<file path="src/rtl/qspi_flash_pkg.sv">
// Shared opcodes, bit counts and state encoding for the QSPI flash responder.
// The FAST READ opcode is only decoded when QSPI_RESPONDER_FAST_READ_EN is set.
package qspi_flash_pkg;

    localparam logic [7:0] CMD_READ      = 8'h03;
    localparam logic [7:0] CMD_FAST_READ = 8'h0B;

    localparam int CMD_BITS   = 8;
    localparam int ADDR_BITS  = 24;
    localparam int DUMMY_BITS = 8;

    typedef enum logic [2:0] {
        S_IDLE,
        S_COMMAND,
        S_ADDRESS,
        S_DUMMY,
        S_DATA,
        S_IGNORE
    } state_t;

    // Little-endian byte lane within a 32-bit SRAM word
    function automatic logic [7:0] byte_sel(
        input logic [31:0] w,
        input logic [1:0]  off
    );
        logic [7:0] b;
        unique case (off)
            2'd0:    b = w[7:0];
            2'd1:    b = w[15:8];
            2'd2:    b = w[23:16];
            default: b = w[31:24];
        endcase
        return b;
    endfunction

endpackage

</file>
<file path="src/rtl/qspi_input_sync.sv">
// Two-flop synchronisers for the flash pins plus sck/csb edge detection.
// A csb fall is only reported once csb has been seen high after reset.
module qspi_input_sync (
    input  logic clk,
    input  logic rst,
    input  logic csb,
    input  logic sck,
    input  logic io0,
    output logic csb_s,
    output logic io0_s,
    output logic csb_fall,
    output logic sck_rise,
    output logic sck_fall
);

    logic [1:0] csb_ff;
    logic [1:0] sck_ff;
    logic [1:0] io0_ff;
    logic       csb_prev;
    logic       sck_prev;
    logic [1:0] settle;
    logic       armed;

    always_ff @(posedge clk) begin
        if (rst) begin
            csb_ff   <= 2'b11;
            sck_ff   <= 2'b00;
            io0_ff   <= 2'b00;
            csb_prev <= 1'b1;
            sck_prev <= 1'b0;
            settle   <= 2'b00;
            armed    <= 1'b0;
        end else begin
            csb_ff   <= {csb_ff[0], csb};
            sck_ff   <= {sck_ff[0], sck};
            io0_ff   <= {io0_ff[0], io0};
            csb_prev <= csb_ff[1];
            sck_prev <= sck_ff[1];
            settle   <= {settle[0], 1'b1};
            // Arm only once the pipeline holds a real, high csb sample
            if (settle[1] && csb_ff[1])
                armed <= 1'b1;
        end
    end

    assign csb_s    = csb_ff[1];
    assign io0_s    = io0_ff[1];
    assign csb_fall = armed & csb_prev & ~csb_ff[1];
    assign sck_rise = ~sck_prev & sck_ff[1];
    assign sck_fall = sck_prev & ~sck_ff[1];

endmodule

</file>
<file path="src/rtl/qspi_flash_responder.sv">
// SPI flash read responder serving bytes from a 32-bit SRAM port.
// Define QSPI_RESPONDER_FAST_READ_EN to also accept FAST READ (0x0B).
module qspi_flash_responder
    import qspi_flash_pkg::*;
#(
    parameter int SRAM_ADDRESS_SIZE = 9
) (
    input  logic                         wb_clk_i,
    input  logic                         wb_rst_i,
    input  logic                         flash_csb,
    input  logic                         flash_sck,
    input  logic                         flash_io0_read,
    output logic                         flash_io1_we,
    output logic                         flash_io1_write,
    output logic                         sram_clk1,
    output logic                         sram_csb1,
    output logic [SRAM_ADDRESS_SIZE-1:0] sram_addr1,
    input  logic [31:0]                  sram_dout1,
    output logic                         cmd_error
);

    localparam int AW = SRAM_ADDRESS_SIZE + 2;

    logic csb_s;
    logic io0_s;
    logic csb_fall;
    logic sck_rise;
    logic sck_fall;

    state_t                       state, state_n;
    logic [4:0]                   bit_cnt, bit_cnt_n;
    logic [6:0]                   cmd, cmd_n;
    logic [AW-1:0]                addr, addr_n;
    logic [31:0]                  word;
    logic                         rd_pend;
    logic                         io1_we_n;
    logic                         io1_write_n;
    logic                         sram_csb1_n;
    logic [SRAM_ADDRESS_SIZE-1:0] sram_addr1_n;
    logic                         cmd_error_n;
    logic [7:0]                   cmd_in;
    logic [AW-1:0]                addr_in;
    logic [AW-1:0]                addr_inc;
    logic [7:0]                   tx_byte;
    logic                         to_dummy;
`ifdef QSPI_RESPONDER_FAST_READ_EN
    logic                         fast, fast_n;
`endif

    qspi_input_sync u_sync (
        .clk      (wb_clk_i),
        .rst      (wb_rst_i),
        .csb      (flash_csb),
        .sck      (flash_sck),
        .io0      (flash_io0_read),
        .csb_s    (csb_s),
        .io0_s    (io0_s),
        .csb_fall (csb_fall),
        .sck_rise (sck_rise),
        .sck_fall (sck_fall)
    );

    assign sram_clk1 = wb_clk_i;

    always_ff @(posedge wb_clk_i) begin
        if (wb_rst_i) begin
            state           <= S_IDLE;
            bit_cnt         <= '0;
            cmd             <= '0;
            addr            <= '0;
            word            <= '0;
            rd_pend         <= 1'b0;
            flash_io1_we    <= 1'b0;
            flash_io1_write <= 1'b0;
            sram_csb1       <= 1'b1;
            sram_addr1      <= '0;
            cmd_error       <= 1'b0;
`ifdef QSPI_RESPONDER_FAST_READ_EN
            fast            <= 1'b0;
`endif
        end else begin
            state           <= state_n;
            bit_cnt         <= bit_cnt_n;
            cmd             <= cmd_n;
            addr            <= addr_n;
            rd_pend         <= ~sram_csb1;
            flash_io1_we    <= io1_we_n;
            flash_io1_write <= io1_write_n;
            sram_csb1       <= sram_csb1_n;
            sram_addr1      <= sram_addr1_n;
            cmd_error       <= cmd_error_n;
`ifdef QSPI_RESPONDER_FAST_READ_EN
            fast            <= fast_n;
`endif
            // SRAM data lands one cycle after the select pulse
            if (rd_pend)
                word <= sram_dout1;
        end
    end

    assign cmd_in   = {cmd, io0_s};
    assign addr_in  = {addr[AW-2:0], io0_s};
    assign addr_inc = addr + AW'(1);
    assign tx_byte  = byte_sel(word, addr[1:0]);

`ifdef QSPI_RESPONDER_FAST_READ_EN
    assign to_dummy = fast;
`else
    assign to_dummy = 1'b0;
`endif

    always_comb begin
        state_n      = state;
        bit_cnt_n    = bit_cnt;
        cmd_n        = cmd;
        addr_n       = addr;
        sram_csb1_n  = 1'b1;
        sram_addr1_n = sram_addr1;
        cmd_error_n  = 1'b0;
        io1_write_n  = flash_io1_write;
`ifdef QSPI_RESPONDER_FAST_READ_EN
        fast_n       = fast;
`endif
        unique case (state)
            S_IDLE: begin
                if (csb_fall) begin
                    state_n   = S_COMMAND;
                    bit_cnt_n = '0;
`ifdef QSPI_RESPONDER_FAST_READ_EN
                    fast_n    = 1'b0;
`endif
                end
            end
            S_COMMAND: begin
                if (sck_rise) begin
                    cmd_n     = cmd_in[6:0];
                    bit_cnt_n = bit_cnt + 5'd1;
                    if (bit_cnt == 5'(CMD_BITS - 1)) begin
                        bit_cnt_n = '0;
                        if (cmd_in == CMD_READ) begin
                            state_n = S_ADDRESS;
`ifdef QSPI_RESPONDER_FAST_READ_EN
                        end else if (cmd_in == CMD_FAST_READ) begin
                            state_n = S_ADDRESS;
                            fast_n  = 1'b1;
`endif
                        end else begin
                            state_n     = S_IGNORE;
                            cmd_error_n = 1'b1;
                        end
                    end
                end
            end
            S_ADDRESS: begin
                if (sck_rise) begin
                    addr_n    = addr_in;
                    bit_cnt_n = bit_cnt + 5'd1;
                    if (bit_cnt == 5'(ADDR_BITS - 1)) begin
                        bit_cnt_n = '0;
                        if (to_dummy) begin
                            state_n = S_DUMMY;
                        end else begin
                            state_n      = S_DATA;
                            sram_csb1_n  = 1'b0;
                            sram_addr1_n = addr_in[AW-1:2];
                        end
                    end
                end
            end
`ifdef QSPI_RESPONDER_FAST_READ_EN
            S_DUMMY: begin
                if (sck_rise) begin
                    bit_cnt_n = bit_cnt + 5'd1;
                    if (bit_cnt == 5'(DUMMY_BITS - 1)) begin
                        bit_cnt_n    = '0;
                        state_n      = S_DATA;
                        sram_csb1_n  = 1'b0;
                        sram_addr1_n = addr[AW-1:2];
                    end
                end
            end
`endif
            S_DATA: begin
                if (sck_fall)
                    io1_write_n = tx_byte[3'd7 - bit_cnt[2:0]];
                if (sck_rise) begin
                    bit_cnt_n = bit_cnt + 5'd1;
                    if (bit_cnt == 5'd7) begin
                        bit_cnt_n = '0;
                        addr_n    = addr_inc;
                        // Fetch the next word as the last lane finishes
                        if (addr[1:0] == 2'b11) begin
                            sram_csb1_n  = 1'b0;
                            sram_addr1_n = addr_inc[AW-1:2];
                        end
                    end
                end
            end
            S_IGNORE: begin
            end
            default: state_n = S_IDLE;
        endcase
        if (csb_s) begin
            state_n     = S_IDLE;
            sram_csb1_n = 1'b1;
        end
        io1_we_n = (state_n == S_DATA);
        if (!io1_we_n)
            io1_write_n = 1'b0;
    end

endmodule

</file>
<file path="config.mk">
export PLATFORM = sky130hd
export DESIGN_NAME = qspi_flash_responder
export DESIGN_NICKNAME = d
export VERILOG_FILES = /design/src/rtl/qspi_flash_pkg.sv /design/src/rtl/qspi_input_sync.sv /design/src/rtl/qspi_flash_responder.sv
export SDC_FILE = /design/constraint.sdc
export NUM_CORES = 1
export LEC_CHECK = 0
export ABC_AREA = 1
export CAP_MARGIN = 0
export CORE_ASPECT_RATIO = 0.6
export CORE_MARGIN = 3
export CORE_UTILIZATION = 30
export DETAILED_ROUTE_END_ITERATION = 8
export REMOVE_ABC_BUFFERS = 1
export SKIP_LAST_GASP = 1
export SYNTH_ARGS = -nofsm -noshare
export SYNTH_HDL_FRONTEND = slang
export SYNTH_HIERARCHICAL = 1
export SYNTH_SLANG_ARGS = --single-unit
export TNS_END_PERCENT = 30
</file>
<file path="constraint.sdc">
create_clock -name wb_clk_i -period 4.4 [get_ports wb_clk_i]
set_input_delay 0.44 -clock wb_clk_i [delete_from_list [all_inputs] [get_ports wb_clk_i]]
set_output_delay 0.44 -clock wb_clk_i [all_outputs]
set_load 0.1 [all_outputs]
</file>
==> metrics.sh, run 1 <==
SEQ_AREA_FRAC_SYNTH_PCT=43.0
FINALSETUPTNS_NS=0
GRT_MAX_DEGREE=47
ANTENNA_FOUND_INITIAL=0
TOTAL_LEAKAGE_POWER_uW=0.00205
STARTPOINT_TYPE='clock port'
FP.DIEW_UM=152
R2R-END='sram_addr1[1]$_SDFFE_PP0P_'
DIEAREA_UM2=14300
WORST_EP_REQUIRED_TIME_NS=3.96
GLOBALROUTETOTALUTIL_PCT=13.2
SYNTH.AVG_CELL_AREA_UM2=7.05
FLOORPLAN.IO_PINS=51
MIN-DELAY-START='u_sync/io0_ff[0]$_SDFF_PP0_'
CTS-HOLD-FIX-BUFFERS=0
WHS_ENDPOINT='u_sync/io0_ff[1]$_SDFF_PP0_'
BUFFER_PORTS.INSERTED=50
SYN-INSTANCE-COUNT=548
END_KIND='output port'
NFILLCELLS=1267
UTILIZATION_PCT=39.5
ROUTE.DETAILED.WL_PER_INST_UM=12.0
SYNTH_TOP_CELLS_BY_AREA='sky130_fd_sc_hd__dfxtp_1, sky130_fd_sc_hd__nor2_1, sky130_fd_sc_hd__nand2_1'
FINAL_WORST_CLOCK_SKEW_NS=0.00681
TIMING.REG2REG.WORST_PATH_DEPTH=8
ANTENNA-DIODE-COUNT=0
FRACTION_OF_LAYOUT_CELLS_WITH_A_SIZE_SUFFIX_ABOVE_1_PCT=8.09
DIE_H_UM=93.9
CP_SLOWEST_CELL='sky130_fd_sc_hd__clkdlybuf4s50_1'
SYNTH_FLOP_CELL='sky130_fd_sc_hd__dfxtp_1'
SYNTH.TOP_CELL.AREA_SHARE_PCT=43.0
PLACED_CELLS_INCL_TAPS=739
WORST_SUPPLY_VOLTAGE_DROP_ON_VDD_mV=0.425
FINALNETCOUNT=630
SYNTH_ENABLE_FLOP_CELLS=0
YOSYSTOPAREACELL='sky130_fd_sc_hd__dfxtp_1'
FIRST_GLOBAL_VIAS=3165
DRTANTENNAVIOLNETS=0
POST-CTS-SETUP-BUFFER-COUNT=0
MAX-CAP-VIOLATIONS=0
FINALWIRELENGTH_MM=9.09
TIMING.CRITICAL_PATH.BUF_INV=3
OUTCOME='finished, final reports clean'
GRT_OVERFLOW=0
DR.FIRST_ITER.DRC_COUNT=183
SYNTH_CELL_TYPES=39
AREA_GROWTH_SYN_TO_LAYOUT_PCT=25.9
STDCELL_COUNT=758
CP_CELL_SEQUENCE='clkbuf_16 -> clkbuf_16 -> clkdlybuf4s50_1'
FINAL_CRITICAL_PATH_SETUP_SLACK_NS=0.558
CRITPATHMAXSTAGEDELAY_NS=0.95
FIRST_PASS_GRT_WIRE_LENGTH_MM=15.1
WORSTSETUPPATHTYPE='clock port to output port'
SLEW_HEADROOM_PCT=25.7
TOTAL_POWER_uW=1910
FINAL_COMMON_CELL='sky130_fd_sc_hd__nor2_1'
CRIT_PATH_FREQUENT_CELL='sky130_fd_sc_hd__clkbuf_16'
CP_DATA_ARRIVAL_TIME_NS=3.40
CP_MAX_FO=2
POWER_PER_CELL_AREA_nW_PER_UM2=393
PLACE_HPWL_MM=6.48
CLKSLEWWORSTSETUPHOLDPATHS_NS=0.06
SLEW_VIOL_FINAL=0
RSZ0062_AT_GRT='false'
FINAL-HOLD-VIOLATION-COUNT=0
CTS_TREE='yes'
INITIAL_CORE_UTIL_PCT=31.4
HOLD_DEPTH=2
CLOCK_LATENCY_OF_THE_LATER_CLOCKED_REGISTER_IN_THE_WORST_SKEW_PAIR_NS=0.45
TIMING.HOLD.WORST.CLASS='flop to flop'
REPORT.FINAL.SETUP_VIOL=0
CORE-AREA_UM2=12300
POSTSYNTHREGISTERBITS=83
REMAINING_DRC_ERRORS=0
WORST_PIN_SLEW_NS=1.11
REG2REG_FROM='addr[0]$_SDFFE_PP0P_'
FINAL_CELL_MIX='sky130_fd_sc_hd__nor2_1, sky130_fd_sc_hd__nand2_1, sky130_fd_sc_hd__dfxtp_1'
MAPPEDNETLISTAREA_UM2=3860
ASYNC_RESET_FF_SHARE_PCT=0
AVGVIACOUNTPERCELL=4.64
ROUTE.VIAS.TOTAL=3516
POST_CTS_RESIZED=0
PRE_CTS_WS_NS=0.820
SYNTHESIS_WARNINGS=6
WORST-R2R-SETUP-SLACK_NS=2.14
COUNT_OF_STANDARD_CELL_ROWS=31
CRITICAL-PATH-TOP-DELAY-FAMILY='buffers and inverters'
DR.PASS1.ITERS=4
FINAL_WEIGHTED_CONGESTION_IN_ROUTABILITY_DRIVEN_PLACEMENT=0.859
[state kept, by name (all words and copies together), names as in the netlist, 2 cells and up]
| name | flops |
|---|---|
| sram_addr1 | 9 |
| u_sync/io0_ff | 2 |
| u_sync/settle | 2 |
| state | 3 |
| cmd | 7 |
| word | 32 |
| u_sync/csb_ff | 2 |
| bit_cnt | 5 |
| u_sync/sck_ff | 2 |
| addr | 11 |
[layout make-up]
cell class / count / area [µm²] / area share, %
Tap cell: 165 / 206 / 4.25
Multi-Input combinational cell: 380 / 1830 / 37.7
Clock buffer: 14 / 324 / 6.66
Inverter: 60 / 226 / 4.66
Clock inverter: 6 / 111 / 2.29
Timing Repair Buffer: 50 / 498 / 10.2
Sequential cell: 83 / 1660 / 34.2
[power breakdown]
| group | total (µW) | leakage (µW) | switching (µW) | internal, µW |
|---|---|---|---|---|
| combinational | 54.1 | 0.00117 | 21.0 | 33.1 |
| clock | 1100 | 0.000210 | 398 | 702 |
| sequential | 758 | 0.000671 | 1.96 | 756 |
| total | 1910 | 0.00205 | 421 | 1490 |
[stage by stage]
stage	instance area (µm²)	hold WS, ns
after detailed placement	4440	0.394
after floorplan	3720	0.383
after global placement	4440	0.390
after CTS	4860	0.404
final	4860	0.399
after global routing	4860	0.428
[cells in the mapped netlist (2+ instances only)]
cell / count
sky130_fd_sc_hd__nor2_1: 108
sky130_fd_sc_hd__nand2_1: 93
sky130_fd_sc_hd__dfxtp_1: 83
sky130_fd_sc_hd__o21ai_0: 59
sky130_fd_sc_hd__inv_1: 53
sky130_fd_sc_hd__a21oi_1: 35
sky130_fd_sc_hd__nand3_1: 27
sky130_fd_sc_hd__clkbuf_1: 15
sky130_fd_sc_hd__o21ai_1: 9
sky130_fd_sc_hd__nand4_1: 7
sky130_fd_sc_hd__inv_2: 6
sky130_fd_sc_hd__ha_1: 5
sky130_fd_sc_hd__buf_2: 4
sky130_fd_sc_hd__nor2_4: 4
sky130_fd_sc_hd__buf_6: 3
sky130_fd_sc_hd__nand2_2: 3
sky130_fd_sc_hd__nor2_2: 3
sky130_fd_sc_hd__or2_1: 3
sky130_fd_sc_hd__xor2_1: 3
sky130_fd_sc_hd__buf_4: 2
sky130_fd_sc_hd__nand3_2: 2
sky130_fd_sc_hd__nor3_1: 2
sky130_fd_sc_hd__nor3_4: 2
sky130_fd_sc_hd__xnor2_1: 2
[worst min-delay path, stage by stage (launching register included)]
cell	delay, ns
sky130_fd_sc_hd__dfxtp_1	0.29
sky130_fd_sc_hd__inv_1	0.04
sky130_fd_sc_hd__nor2_1	0.03
[cell families (layout without fill, tap and decap cells)]
group / Yosys count / after routing / synth area share [%]
and+or+nand+nor: 258 / 258 / 29.3
AOI/OAI and AO/OA: 112 / 112 / 15.5
buffers and inverters: 85 / 130 / 9.49
DFF: 83 / 83 / 43.0
adders and majority gates: 5 / 5 / 1.62
xor gates and xnor gates: 5 / 5 / 1.13
[worst max path at each step]
stage,from,endpoint,cells after the start
after floorplan,wb_clk_i,sram_clk1,0
after CTS,wb_clk_i,sram_clk1,3
after global placement,wb_clk_i,sram_clk1,1
after global routing,wb_clk_i,sram_clk1,3
after detailed placement,wb_clk_i,sram_clk1,1
final,wb_clk_i,sram_clk1,3
[per-layer routing]
layer | up-vias | global-route usage [%] | part of all wire [%]
met3 | 14 | 4.00 | 5.8
li1 | 1826 | - | -
met1 | 1593 | 18.5 | 52
met5 | - | 0 | 0
met4 | 0 | 5.34 | 1.6
met2 | 83 | 18.7 | 41
No activity file was read; power rests on OpenSTA's default activity.
==> run 2, diff against run 1 <==
--- a/config.mk
+++ b/config.mk
@@ -11,6 +11,7 @@
 export CORE_MARGIN = 3
 export CORE_UTILIZATION = 30
 export DETAILED_ROUTE_END_ITERATION = 8
+export RECOVER_POWER = 25
 export REMOVE_ABC_BUFFERS = 1
 export SKIP_LAST_GASP = 1
 export SYNTH_ARGS = -nofsm -noshare
==> run 2 against run 1 <==
Net effect:
- die area is the same
- hold slack is essentially flat
- sequential cell count is the same
- via count shrank 0.20%
- total power grew 0.13%
- core utilization shrank 0.32 points
- clock power is essentially flat
- clock skew shrank 0.0015 ns
- final area shrank 0.80%
- wire length grew 0.20%
- first-iteration DRC count grew 22%
- register-to-register slack lost 0.90 ns
- critical path type unchanged
- largest power group unchanged
- highest routed layer unchanged
==> metrics.sh, run 2 (synthesis gave the netlist of run 1 again) <==
OUTCOME='finished, final reports clean'
WORST_EP_REQUIRED_TIME_NS=3.96  # about the same
CRITPATHMAXSTAGEDELAY_NS=0.95  # about the same
FINAL_WORST_CLOCK_SKEW_NS=0.00533  # -0.00148 ns
MAX-CAP-VIOLATIONS=0  # unchanged
CP_DATA_ARRIVAL_TIME_NS=3.40  # about the same
CLOCK_LATENCY_OF_THE_LATER_CLOCKED_REGISTER_IN_THE_WORST_SKEW_PAIR_NS=0.45  # about the same
TIMING.REG2REG.WORST_PATH_DEPTH=8  # unchanged
NETSWITCHINGPOWER_uW=423  # +0.59%
LARGEST_REGISTER_FFS=32  # unchanged
CP_SLOWEST_CELL='sky130_fd_sc_hd__clkdlybuf4s50_1'
FINALSETUPTNS_NS=0  # unchanged
WORST_PIN_SLEW_NS=1.10  # -0.0114 ns
SLEW_VIOL_FINAL=0  # unchanged
FINALNETCOUNT=630  # unchanged
INTPOWER_uW=1490  # about the same
GRT_OVERFLOW=0  # unchanged
CTS_TREE='yes'
CP_CELL_SEQUENCE='clkbuf_16 -> clkbuf_16 -> clkdlybuf4s50_1'
FIRST_PASS_GRT_WIRE_LENGTH_MM=15.1  # unchanged
BIGGESTREGSBYFLOPS='word x32, addr x11, sram_addr1 x9'
COMBINATIONALPOWERSHARE_PCT=2.8  # about the same
UTILIZATION_PCT=39.2  # -0.32 points
COUNT_OF_STANDARD_CELL_ROWS=31  # unchanged
FINAL_WEIGHTED_CONGESTION_IN_ROUTABILITY_DRIVEN_PLACEMENT=0.859  # unchanged
RSZ0062_AT_GRT='false'
TIMING.HOLD.WORST.CLASS='flop to flop'
DIEAREA_UM2=14300  # unchanged
ANTENNA_FOUND_INITIAL=0  # unchanged
CP_MAX_FO=2  # unchanged
WORST-R2R-SETUP-SLACK_NS=1.24  # -0.90 ns
CRIT_PATH_FREQUENT_CELL='sky130_fd_sc_hd__clkbuf_16'
SLEW_HEADROOM_PCT=26.4  # +0.76 points
FINAL_CELL_MIX='sky130_fd_sc_hd__nor2_1, sky130_fd_sc_hd__nand2_1, sky130_fd_sc_hd__dfxtp_1'
FP.DIEW_UM=152  # unchanged
INITIAL_CORE_UTIL_PCT=31.4  # unchanged
AREA_GROWTH_SYN_TO_LAYOUT_PCT=24.9
MIN-DELAY-START='u_sync/io0_ff[0]$_SDFF_PP0_'
LARGEST_REGISTER='word'
BUFFER_PORTS.INSERTED=50  # unchanged
TOTAL_LEAKAGE_POWER_uW=0.00205  # about the same
POWER_PER_CELL_AREA_nW_PER_UM2=397  # +0.93%
SHARE_SEQ_OF_TOTAL_POWER_PCT=39.6  # about the same
DIE_H_UM=93.9  # unchanged
DR.FIRST_ITER.DRC_COUNT=223  # +22%
FRACTION_OF_LAYOUT_CELLS_WITH_A_SIZE_SUFFIX_ABOVE_1_PCT=7.08  # -1.0 points
FINALWIRELENGTH_MM=9.11  # +0.20%
FINAL_COMMON_CELL='sky130_fd_sc_hd__nor2_1'
DR.PASS1.ITERS=4  # unchanged
ANTENNA-DIODE-COUNT=0  # unchanged
HOLD_DEPTH=2  # unchanged
AVGVIACOUNTPERCELL=4.63  # -0.20%
FIRST_GLOBAL_VIAS=3165  # unchanged
ROUTE.DETAILED.WL_PER_INST_UM=12.0  # +0.20%
GRT_MAX_DEGREE=47  # unchanged
FLOORPLAN.IO_PINS=51  # unchanged
PLACE_HPWL_MM=6.48  # unchanged
WHS_ENDPOINT='u_sync/io0_ff[1]$_SDFF_PP0_'
CTS-HOLD-FIX-BUFFERS=0  # unchanged
STARTPOINT_TYPE='clock port'
REPORT.FINAL.SETUP_VIOL=0  # unchanged
CORE-AREA_UM2=12300  # unchanged
R2R-END='sram_addr1[1]$_SDFFE_PP0P_'
POST_CTS_RESIZED=0  # unchanged
REMAINING_DRC_ERRORS=0  # unchanged
ROUTE.VIAS.TOTAL=3509  # -0.20%
SWITCHING_SHARE_PCT=22.1  # +0.10 points
CLKSLEWWORSTSETUPHOLDPATHS_NS=0.06  # about the same
POST-CTS-SETUP-BUFFER-COUNT=0  # unchanged
WORSTSETUPPATHTYPE='clock port to output port'
REG2REG_FROM='bit_cnt[0]$_SDFFE_PP0P_'
FINAL-HOLD-VIOLATION-COUNT=0  # unchanged
END_KIND='output port'
DRTANTENNAVIOLNETS=0  # unchanged
POWER.CLOCK.FRACTION_PCT=57.6  # about the same
WORST_SUPPLY_VOLTAGE_DROP_ON_VDD_mV=0.425  # about the same
GLOBALROUTETOTALUTIL_PCT=13.2  # unchanged
[run 2: how the worst max path moves through the flow]
stage                     startpoint  slack, ns   endpoint
after global placement      wb_clk_i       0.82  sram_clk1
final                       wb_clk_i       0.56  sram_clk1
after global routing        wb_clk_i       0.54  sram_clk1
after floorplan             wb_clk_i       1.76  sram_clk1
after CTS                   wb_clk_i       0.55  sram_clk1
after detailed placement    wb_clk_i       0.82  sram_clk1
[run 2: through the flow]
step	cells	cell area (µm²)	power, µW	setup WS, ns	hold slack [ns]
CTS	758	4860	1940	0.550	0.404
finish	758	4820	1910	0.559	0.399
detailed placement	739	4440	919	0.820	0.394
global placement	739	4440	918	0.820	0.390
floorplan	523	3720	788	1.76	0.383
global route	758	4820	1980	0.537	0.428
[run 2: layer usage]
metal  up-vias  routed length (µm)  part of all wire, %  track usage (%)
met4         0                 131                  1.4             5.34
met1      1592                4840                   53             18.5
met2        77                3690                   40             18.7
met5         -                   0                    0                0
li1       1826                   -                    -                -
met3        14                 456                  5.0             4.00
[run 2: power groups by stage]
stage          sequential [µW]  clock (µW)  combinational [µW]
4_1_cts                    758        1130                54.9
3_5_place_dp               775        89.2                54.6
3_3_place_gp               775        89.2                54.2
6_report                   758        1100                53.7
5_1_grt                    758        1160                59.7
2_1_floorplan              774           0                14.1
[run 2: final cells by class]
| class | count | area [µm²] |
|---|---|---|
| inverter | 60 | 226 |
| clock buffer | 14 | 324 |
| sequential | 83 | 1660 |
| fill | 1274 | 7470 |
| clock inverter | 6 | 111 |
| tap | 165 | 206 |
| multi-input combinational | 380 | 1800 |
| timing repair buffer | 50 | 498 |
[run 2: worst max-delay path: cells and delay by family]
family / cells / cell delay (ns)
buffers and inverters: 3 / 1.20
==> run 3, diff against run 2 <==
--- a/config.mk
+++ b/config.mk
@@ -7,7 +7,6 @@
 export LEC_CHECK = 0
 export ABC_AREA = 1
 export CAP_MARGIN = 0
-export CORE_ASPECT_RATIO = 0.6
 export CORE_MARGIN = 3
 export CORE_UTILIZATION = 30
 export DETAILED_ROUTE_END_ITERATION = 8
==> run 3 against run 2 <==
Net effect:
- clock power barely moved
- sequential share of layout area down 0.13 points
- first-iteration DRC count is 10% lower
- global-route usage increased by 0.39 points
- the flow now finishes with violations (max-capacitance violations, max-slew violations)
- final cell count up 0.40%
- core utilization rose by 0.10 points
==> metrics.sh, run 3 (synthesis gave the netlist of run 1 again) <==
OUTCOME='finished with violations'
VIOLATIONS='max-capacitance violations, max-slew violations'
FIRST_PASS_GRT_WIRE_LENGTH_MM=16.0  # +6.1%
CLKSLEWWORSTSETUPHOLDPATHS_NS=0.06  # about the same
DIEAREA_UM2=14300  # -0.31%
CRIT_PATH_FREQUENT_CELL='sky130_fd_sc_hd__clkbuf_16'
CTS_TREE='yes'
SLEW_VIOL_FINAL=46  # +46
REMAINING_DRC_ERRORS=0  # unchanged
DRTANTENNAVIOLNETS=0  # unchanged
CRITICAL-PATH-TOP-DELAY-FAMILY='buffers and inverters'
POST_CTS_RESIZED=0  # unchanged
BUFFER_PORTS.INSERTED=50  # unchanged
ANTENNA_FOUND_INITIAL=0  # unchanged
TIMING.REG2REG.WORST_PATH_DEPTH=8  # unchanged
POST-CTS-SETUP-BUFFER-COUNT=0  # unchanged
WORST-R2R-SETUP-SLACK_NS=1.79  # +0.55 ns
FINALSETUPTNS_NS=0  # unchanged
STDCELL_COUNT=761  # +0.40%
HOLD_DEPTH=1  # -1
NFILLCELLS=1292  # +1.4%
MAX-CAP-VIOLATIONS=1  # +1
TIMING.HOLD.WORST.CLASS='flop to flop'
STARTPOINT_TYPE='clock port'
FP.DIEW_UM=119  # -22%
COUNT_OF_STANDARD_CELL_ROWS=40  # +29%
FINAL_COMMON_CELL='sky130_fd_sc_hd__nor2_1'
DR.FIRST_ITER.DRC_COUNT=200  # -10%
TOTAL_LEAKAGE_POWER_uW=0.00204  # about the same
ROUTE.VIAS.TOTAL=3580  # +2.0%
FLOORPLAN.IO_PINS=51  # unchanged
LARGEST_REGISTER_FFS=32  # unchanged
CTS-HOLD-FIX-BUFFERS=0  # unchanged
BIGGESTREGSBYFLOPS='word x32, addr x11, sram_addr1 x9'
AREA_GROWTH_SYN_TO_LAYOUT_PCT=25.4
TIMING.CRITICAL_PATH.BUF_INV=3  # unchanged
CLOCK_LATENCY_OF_THE_LATER_CLOCKED_REGISTER_IN_THE_WORST_SKEW_PAIR_NS=0.45  # about the same
INITIAL_CORE_UTIL_PCT=31.4  # -0.042 points
CP_CELL_SEQUENCE='clkbuf_16 -> clkbuf_16 -> clkdlybuf4s50_1'
TIMING.CRITICAL_PATH.DEPTH=3  # unchanged
CP_DATA_ARRIVAL_TIME_NS=3.40  # about the same
POWER_PER_CELL_AREA_nW_PER_UM2=391  # -1.5%
ANTENNA-DIODE-COUNT=0  # unchanged
PLACE_HPWL_MM=6.62  # +2.1%
WORST_PIN_SLEW_NS=1.54  # +0.439 ns
CORE-AREA_UM2=12300  # +0.13%
AVGVIACOUNTPERCELL=4.70  # +1.6%
DIE_H_UM=119  # +27%
FRACTION_OF_LAYOUT_CELLS_WITH_A_SIZE_SUFFIX_ABOVE_1_PCT=7.08  # unchanged
LARGEST_REGISTER='word'
END_KIND='output port'
CP_MAX_FO=2  # unchanged
CRITPATHMAXSTAGEDELAY_NS=0.95  # about the same
GLOBALROUTETOTALUTIL_PCT=13.6  # +0.39 points
CP_SLOWEST_CELL='sky130_fd_sc_hd__clkdlybuf4s50_1'
WORST_SUPPLY_VOLTAGE_DROP_ON_VDD_mV=0.215  # -49%
FINALWIRELENGTH_MM=9.42  # +3.4%
FIRST_GLOBAL_VIAS=3441  # +8.7%
FINALNETCOUNT=631  # +0.16%
GRT_MAX_DEGREE=46  # -2.1%
WORST_EP_REQUIRED_TIME_NS=3.96  # about the same
FINAL_WEIGHTED_CONGESTION_IN_ROUTABILITY_DRIVEN_PLACEMENT=0.830  # -3.4%
RSZ0062_AT_GRT='false'
SLEW_HEADROOM_PCT=-2.74  # -29 points
ROUTE.DETAILED.WL_PER_INST_UM=12.4  # +3.0%
PLACED_CELLS_INCL_TAPS=743  # +0.54%
WORSTSETUPPATHTYPE='clock port to output port'
GRT_OVERFLOW=0  # unchanged
FINAL_WORST_CLOCK_SKEW_NS=0.00460  # -0.000727 ns
FINAL_CELL_MIX='sky130_fd_sc_hd__nor2_1, sky130_fd_sc_hd__nand2_1, sky130_fd_sc_hd__dfxtp_1'
DR.PASS1.ITERS=5  # +1
REPORT.FINAL.SETUP_VIOL=0  # unchanged
FINAL-HOLD-VIOLATION-COUNT=0  # unchanged
[run 3: final timing paths]
kind,startpoint,to
worst max-delay path,wb_clk_i,sram_clk1
worst min register to register,u_sync/csb_ff[0]$_SDFF_PP1_,u_sync/csb_ff[1]$_SDFF_PP1_
worst min-delay path,u_sync/csb_ff[0]$_SDFF_PP1_,u_sync/csb_ff[1]$_SDFF_PP1_
worst max register to register,bit_cnt[0]$_SDFFE_PP0P_,sram_addr1[1]$_SDFFE_PP0P_
[run 3: cell type report]
class | instances | area, µm² | share of cell area [%]
multi-input cells | 380 | 1820 | 37.6
flip-flops and latches | 83 | 1660 | 34.3
repair buffers | 51 | 498 | 10.3
clock buffers | 15 | 328 | 6.77
inverters | 60 | 226 | 4.68
well taps | 168 | 210 | 4.34
clock inverters | 4 | 98.8 | 2.04
[run 3: worst register-to-register path: stages (launching register included)]
cell and delay, ns:
sky130_fd_sc_hd__dfxtp_1 0.52, sky130_fd_sc_hd__ha_1 0.32, sky130_fd_sc_hd__nand2_4 0.07, sky130_fd_sc_hd__nor3_1 0.73, sky130_fd_sc_hd__nor2_4 0.09, sky130_fd_sc_hd__nor2_4 0.37, sky130_fd_sc_hd__inv_1 0.20, sky130_fd_sc_hd__nor2_1 0.15
sky130_fd_sc_hd__nor2_1 0.05
[run 3: power breakdown]
part           leakage [µW]  total, µW  internal [µW]  switching [µW]
Clock              0.000207       1080            699             382
Combinational       0.00117       54.2           33.0            21.3
Sequential         0.000671        758            756            1.99
[run 3: metal layers]
metal	vias to the layer above	GRT usage (%)	routed length, µm
met2	99	21.3	4320
li1	1825	-	-
met4	0	6.94	249
met5	-	0	0
met1	1631	16.8	4300
met3	25	4.04	554
[run 3: stage by stage]
stage	hold WS (ns)	power, µW	utilization [%]	cell area (µm²)	setup slack [ns]
final	0.401	1890	39.3	4840	0.559
after global routing	0.414	1950	39.3	4840	0.553
after CTS	0.403	1920	39.5	4860	0.553
after detailed placement	0.389	919	36.1	4450	0.820
after global placement	0.388	918	36.1	4450	0.820
after floorplan	0.383	788	-	3720	1.76
